$ cat src/rtl/radix4_stride_reorder.sv
// ============================================================================
// Module   : radix4_stride_reorder
// Purpose  : Ping-pong reorder buffer that turns 4-wide radix-4 butterfly
//            groups into a natural-order serial bin stream (16-point FFT).
// Revision : 1.0 - initial release
// ============================================================================
`default_nettype none

module radix4_stride_reorder #(
   parameter int DW = 16
) (
   input  logic          clk,
   input  logic          rst_n,
   input  logic          in_valid,
   output logic          in_ready,
   input  logic [DW-1:0] p1_re,
   input  logic [DW-1:0] p1_im,
   input  logic [DW-1:0] p2_re,
   input  logic [DW-1:0] p2_im,
   input  logic [DW-1:0] p3_re,
   input  logic [DW-1:0] p3_im,
   input  logic [DW-1:0] p4_re,
   input  logic [DW-1:0] p4_im,
   output logic          out_valid,
   input  logic          out_ready,
   output logic [DW-1:0] out_re,
   output logic [DW-1:0] out_im,
   output logic [3:0]    out_bin,
   output logic          out_last,
   output logic          overflow
);

   logic [2*DW-1:0] bank [2][16];
   logic [1:0]      full;
   logic [1:0]      full_nxt;
   logic            wbank;
   logic [1:0]      wbeat;
   logic            rbank;
   logic [3:0]      rbin;
   logic            wr_acc;
   logic            rd_acc;
   logic            wr_done;
   logic            rd_done;
   logic [2*DW-1:0] rd_word;

   assign in_ready  = !full[wbank];
   assign out_valid = full[rbank];
   assign wr_acc    = in_valid && in_ready;
   assign rd_acc    = out_valid && out_ready;
   assign wr_done   = wr_acc && (wbeat == 2'd3);
   assign rd_done   = rd_acc && (rbin == 4'd15);

   // Write side only sets, read side only clears; they never address the same bank.
   always_comb begin
      full_nxt = full;
      if (rd_done) full_nxt[rbank] = 1'b0;
      if (wr_done) full_nxt[wbank] = 1'b1;
   end

   always_ff @(posedge clk or negedge rst_n) begin
      if (!rst_n) begin
         full     <= 2'b00;
         wbank    <= 1'b0;
         wbeat    <= 2'd0;
         rbank    <= 1'b0;
         rbin     <= 4'd0;
         overflow <= 1'b0;
      end else begin
         full <= full_nxt;
         if (wr_acc) begin
            wbeat <= wbeat + 2'd1;
            if (wr_done) wbank <= ~wbank;
         end
         if (in_valid && !in_ready) overflow <= 1'b1;
         if (rd_acc) begin
            rbin <= rbin + 4'd1;
            if (rd_done) rbank <= ~rbank;
         end
      end
   end

   // Group n holds bins n, n+4, n+8, n+12: the stride is the upper two address bits.
   always_ff @(posedge clk) begin
      if (wr_acc) begin
         bank[wbank][{2'd0, wbeat}] <= {p1_re, p1_im};
         bank[wbank][{2'd1, wbeat}] <= {p2_re, p2_im};
         bank[wbank][{2'd2, wbeat}] <= {p3_re, p3_im};
         bank[wbank][{2'd3, wbeat}] <= {p4_re, p4_im};
      end
   end

   assign rd_word  = bank[rbank][rbin];
   assign out_re   = out_valid ? rd_word[2*DW-1:DW] : '0;
   assign out_im   = out_valid ? rd_word[DW-1:0]    : '0;
   assign out_bin  = rbin;
   assign out_last = out_valid && (rbin == 4'd15);

endmodule

`default_nettype wire

$ cat config.mk
export PLATFORM = sky130hd
export DESIGN_NAME = radix4_stride_reorder
export DESIGN_NICKNAME = d
export VERILOG_FILES = /design/src/rtl/radix4_stride_reorder.sv
export SDC_FILE = /design/constraint.sdc
export NUM_CORES = 1
export LEC_CHECK = 0
export BUFFER_PORTS_ARGS = -buffer_cell sky130_fd_sc_hd__buf_2
export CAP_MARGIN = 10
export CORE_MARGIN = 2
export CORE_UTILIZATION = 55
export CTS_CLUSTER_SIZE = 30
export DETAILED_ROUTE_END_ITERATION = 8
export PLACE_DENSITY = 0.72
export SETUP_SLACK_MARGIN = 0.1
export SYNTH_ARGS = -nofsm -noshare
export SYNTH_HDL_FRONTEND = slang
export SYNTH_SLANG_ARGS = --single-unit
$ cat constraint.sdc
create_clock -name clk -period 11.2 [get_ports clk]
set_clock_uncertainty 0.2 [all_clocks]
set_input_delay 2.24 -clock clk [delete_from_list [all_inputs] [get_ports clk]]
set_output_delay 2.24 -clock clk [all_outputs]
set_load 0.01 [all_outputs]
Word level (Yosys, flattened, before mapping)
Memory sizes are Yosys's and may differ from the RTL's.
Cells that the tools add are included.
{"block": "classes", "add_sub_neg": 2, "magnitude_cmp": 13, "eq_ne": 2, "muxes": 1564, "bitwise_logic": 1546, "reduce_logical": 15}
{"op": "$mux 512", "count": 4}
{"op": "$mux 1", "count": 1543}
{"op": "$or 1x1->1", "count": 1536}
{"op": "$demux 32 s4", "count": 4}
{"op": "$mux 32", "count": 6}
{"op": "$bmux 32 s4", "count": 1}
{"op": "$mux 16", "count": 2}
{"op": "$ge 5x5->1 const B", "count": 5}
{"op": "$lt 5x1->1 const B", "count": 4}
{"op": "$not 4->5", "count": 3}
{"op": "$logic_and 1x1->1", "count": 12}
{"op": "$not 2->5", "count": 1}
{"op": "$not 3->5", "count": 1}
{"op": "$add 4x1->4 const B", "count": 1}
{"op": "$eq 4x4->1 const B", "count": 1}
{"op": "$lt 1x2->1 const B", "count": 2}
{"op": "$mux 2", "count": 2}
{"op": "$reduce_and 2->1", "count": 2}
{"op": "$add 2x1->2 const B", "count": 1}
{"op": "$and 2x2->2", "count": 1}
{"op": "$demux 1 s1", "count": 2}
{"op": "$eq 2x2->1 const B", "count": 1}
{"op": "$ge 1x1->1 const B", "count": 2}
{"op": "$not 1->1", "count": 2}
{"op": "3 further kinds", "count": 3}
{"block": "totals", "ff_bits": 11, "mem_bits_rw": 1024, "input_bits": 132, "output_inout_bits": 40, "wordCells": 3149, "mem_count": 1}
{"name": "bank", "words": 2, "width": 512, "rd": 1, "rd_clocked_by_memory_dff": 0, "wr": 1, "line_no": "33", "text": "logic [2*DW-1:0] bank [2][16];"}

Longest topological paths before layout
{"block": "depth", "word_depth": 9, "mapped_depth": 9, "mapped_depth_nobuf": 5}

Worst setup path after synthesis
OpenSTA, ideal clock, no wires.
{"block": "synth_timing", "path_kind": "input -> register", "from": "input port in_valid", "to": "memory bank[0][100] (netlist bit), enable pin", "setup_time_ps": 631, "t_arrival_ps": 8443, "t_required_ps": 10369, "path_slack_ps": 1926, "stages": 4, "path_buffers": 2, "path_cell_list": "and3_1 -> clkbuf_2 -> buf_4 -> nor2b_1"}
{"block": "synth_between", "elab_chain_cells": 6, "elab_cells_between_ends": 9, "classes_between": "mux (5); bitwise (3); reduce/logical (1)"}
{"element": "start, declared", "line_no": "14", "text": "input logic in_valid,"}
{"element": "$logic_and 1x1->1 (*)", "line_no": "48", "text": "assign wr_acc = in_valid && in_ready;"}
{"element": "$mux 1 (*)", "line_no": "84", "text": "if (wr_acc) begin"}
{"element": "$mux 512, on equally long branches", "line_no": "85, 86"}
{"element": "$or 1x1->1 (no source line) (2 in a row)"}
{"element": "$or 1x1->1 (no source line) (*)"}
{"element": "end, declared", "line_no": "33"}
Mark *: on every way between the ends. The rest lies on a longest branch, timed or not.

Worst setup path after layout
{"block": "layout_timing", "from": "register rbank", "to": "output port out_re[10]"}
{"block": "layout_between", "elab_chain_cells": 5, "elab_cells_between_ends": 7, "classes_between": "mux (6); memory (1)"}
{"element": "start, declared", "line_no": "38", "text": "logic rbank;"}
{"element": "start signal, assigned", "line_no": "77", "text": "if (rd_done) rbank <= ~rbank;"}
{"element": "$mem_v2 2x512"}
{"element": "$bmux 32 s4", "line_no": "92", "text": "assign rd_word = bank[rbank][rbin];"}
{"element": "$mux 32 (not written as such) (2 in a row)", "line_no": "92"}
{"element": "$mux 16 (*)", "line_no": "93", "text": "assign out_re = out_valid ? rd_word[2*DW-1:DW] : '0;"}
{"element": "end, declared", "line_no": "26", "text": "output logic [DW-1:0] out_re,"}
Mark *: on every way between the ends. The rest lies on a longest branch, timed or not. The select of a mux whose other input is x is not followed.

==> flow_metrics.tcl <==
set metrics [dict create \
    cts_tree "built" \
    die_h_um 286 \
    drt_first_iter_violations 2653 \
    path_clk_slew_ns 0.06 \
    grt_overflow 0 \
    p_leak_nw 17.5 \
    htreeDepth 3 \
    wl_mm 106 \
    hp-start "overflow" \
    timing_hold_violations_final 0 \
    ys_warn_count 0 \
    cts_hold_repair.buffers 0 \
    cap_viol_max_count 0 \
    initial_core_util_pct 55.4 \
    syn_avg_cell_area_um2 19.1 \
    cts_root_buf "clkbuf_16" \
    cts.repair.resized 0 \
    nets 2579 \
    peakVddDrop_mv 0.180 \
    synth_seq_cells 1035 \
    grt_max_degree 136 \
    synthCells 2286 \
    grt_pass1_wl_mm 157 \
    p_per_area_nw_per_um2 245 \
    cts_sinks 1035 \
    pre_cts_ws_ns 5.06 \
    drive_gt1_share_pct 24.6 \
    end_kind "output port" \
    fmax_mhz 148 \
    r2r_end "bank[1][373]" \
    hpwl_mm 57.6 \
    worst-setup-path-type "flop to output port" \
    finalCritPeriodShare_pct 60.2 \
    ff2ff_path_depth 5 \
    relSlewSlack_pct 27.9 \
    clock_path_buffers 3 \
    setup_tns_ns 0 \
    fin_crit_ns 6.74 \
    cts_setup_buffers 0 \
    drt.antenna.violating_nets 0 \
    gp_congestion 0.803 \
    layout_commonest_cell "edfxtp_1" \
    wire_per_inst_um 29.6 \
    die_area_um2 81800 \
    start_kind "flop" \
    status "completed" \
    final.fill_count 5535 \
    cts_made_buffers 101 \
    ys_seq_area_share_pct 70.9 \
    drc_errors 0 \
    synthesis.area_um2 43700 \
    clock_latency_ns 0.66 \
    grt_pass1_vias 24513 \
    io_buffers 171 \
    grt_usage_pct 26.2 \
    r2r_setup_slack_ns 6.17 \
    timing.rr.start "wbank" \
    fp.dieW_um 286 \
    finalMaxSlewViolations 0 \
    via_count 23392 \
    areaGrowthSynthToFinish_pct 11.0 \
    vias_per_cell 6.53 \
    worstHoldPathCells 1 \
    final_cell_mix "edfxtp_1, a21o_1, mux4_2" \
    tightestPinTransition_ns 1.08 \
    rsz0062_at_grt "no" \
    first_pass_iters 5 \
    setup_slack_ns 4.46 \
    worst-path-max-fanout 103 \
    worst_ep_arrival_time_ns 4.30 \
    pin_count 172 \
    min_path_type "flop to flop" \
    ys_types 36 \
    required_ns 8.76 \
    core_area_um2 78900 \
    num_rows 103 \
    min_to "overflow" \
    setup_viol 0 \
    syn_nets 2423 \
    antenna_found_initial 23 \
]
-- registers in the layout (all words and copies together), names as in the netlist --
signal	count
bank	1024
full	2
out_bin	4
overflow	1
rbank	1
wbank	1
wbeat	2
-- final cells by class --
type	instances	area, um2	area share (%)
clock inverter	61	507	1.04
multi-input combinational	1087	11800	24.3
sequential	1035	31000	63.9
timing repair buffer	211	1210	2.48
inverter	6	25.0	0.0515
tap	1050	1310	2.71
antenna	14	35.0	0.0721
clock buffer	120	2620	5.40
-- critical path, cell delays in order, from the launching register on --
cell	delay (ns)
dfrtp_4	0.98
buf_12	0.74
nor2b_4	0.45
buf_4	0.68
nand2_1	0.13
o2111ai_1	0.13
a31oi_1	0.21
buf_2	0.24
-- report_power, final --
group / total (mW) / switching, mW / leakage, nW / internal (mW)
sequential: 4.96 / 0.210 / 9.36 / 4.75
clock: 3.24 / 1.40 / 1.54 / 1.85
combinational: 3.68 / 2.18 / 6.57 / 1.49
-- through the flow --
stage	instances	hold WS (ns)	utilization, %	total power [mW]	instance area (um2)
3_3_place_gp	3389	0.258	57.6	8.65	45400
2_1_floorplan	2286	0.291	-	7.57	43700
3_5_place_dp	3389	0.269	57.6	8.72	45400
6_report	3584	0.286	61.6	11.9	48600
4_1_cts	3570	0.285	61.5	11.9	48500
5_1_grt	3579	0.297	61.6	12.3	48500
-- worst max path at each step --
stage / from / to / slack [ns] / depth (start not counted)
after global placement: rbank / out_re[10] / 5.12 / 7
after floorplan: in_valid / bank[0][100] / 1.93 / 4
final: rbank / out_re[10] / 4.46 / 7
after detailed placement: rbank / out_re[10] / 5.06 / 7
after global routing: rbank / out_re[10] / 4.13 / 7
after CTS: rbank / out_re[7] / 4.36 / 7
-- metal layers --
layer	part of all wire, %	GRT usage (%)	up-vias
met4	2.3	8.23	20
met1	38	35.6	12205
li1	-	-	9781
met3	9.2	4.85	184
met2	50	43.3	1202
met5	0.13	0	-
-- cell families after synthesis --
kind of cell | Yosys count | share of synthesized area (%)
muxes | 354 | 14.5
DFF | 1035 | 70.9
and+or+nand+nor | 184 | 2.44
buffers and inverters | 164 | 2.27
xor gates and xnor gates | 6 | 0.120
AOI/OAI and AO/OA | 538 | 9.56
adders and majority gates | 5 | 0.143
-- cell usage after synthesis, drive strengths merged --
master	n	area share, %
a21o	385	6.6
a22oi	32	0.55
a221o	32	0.73
inv	6	0.051
dfrtp	11	0.63
xnor2	4	0.080
and2	7	0.10
clkbuf	46	0.41
o31ai	1	0.017
ha	5	0.14
nand3	3	0.034
o21bai	1	0.017
nor2	7	0.066
nor2b	134	1.9
a221oi	21	0.69
a31oi	32	0.46
mux4	224	12
and3	4	0.057
xor2	2	0.040
o2111ai	11	0.22
edfxtp	1024	70
o21ai	23	0.26
mux2i	130	3.0
nand2	29	0.25
buf	112	1.8
No activity file was read; power rests on OpenSTA's default activity.
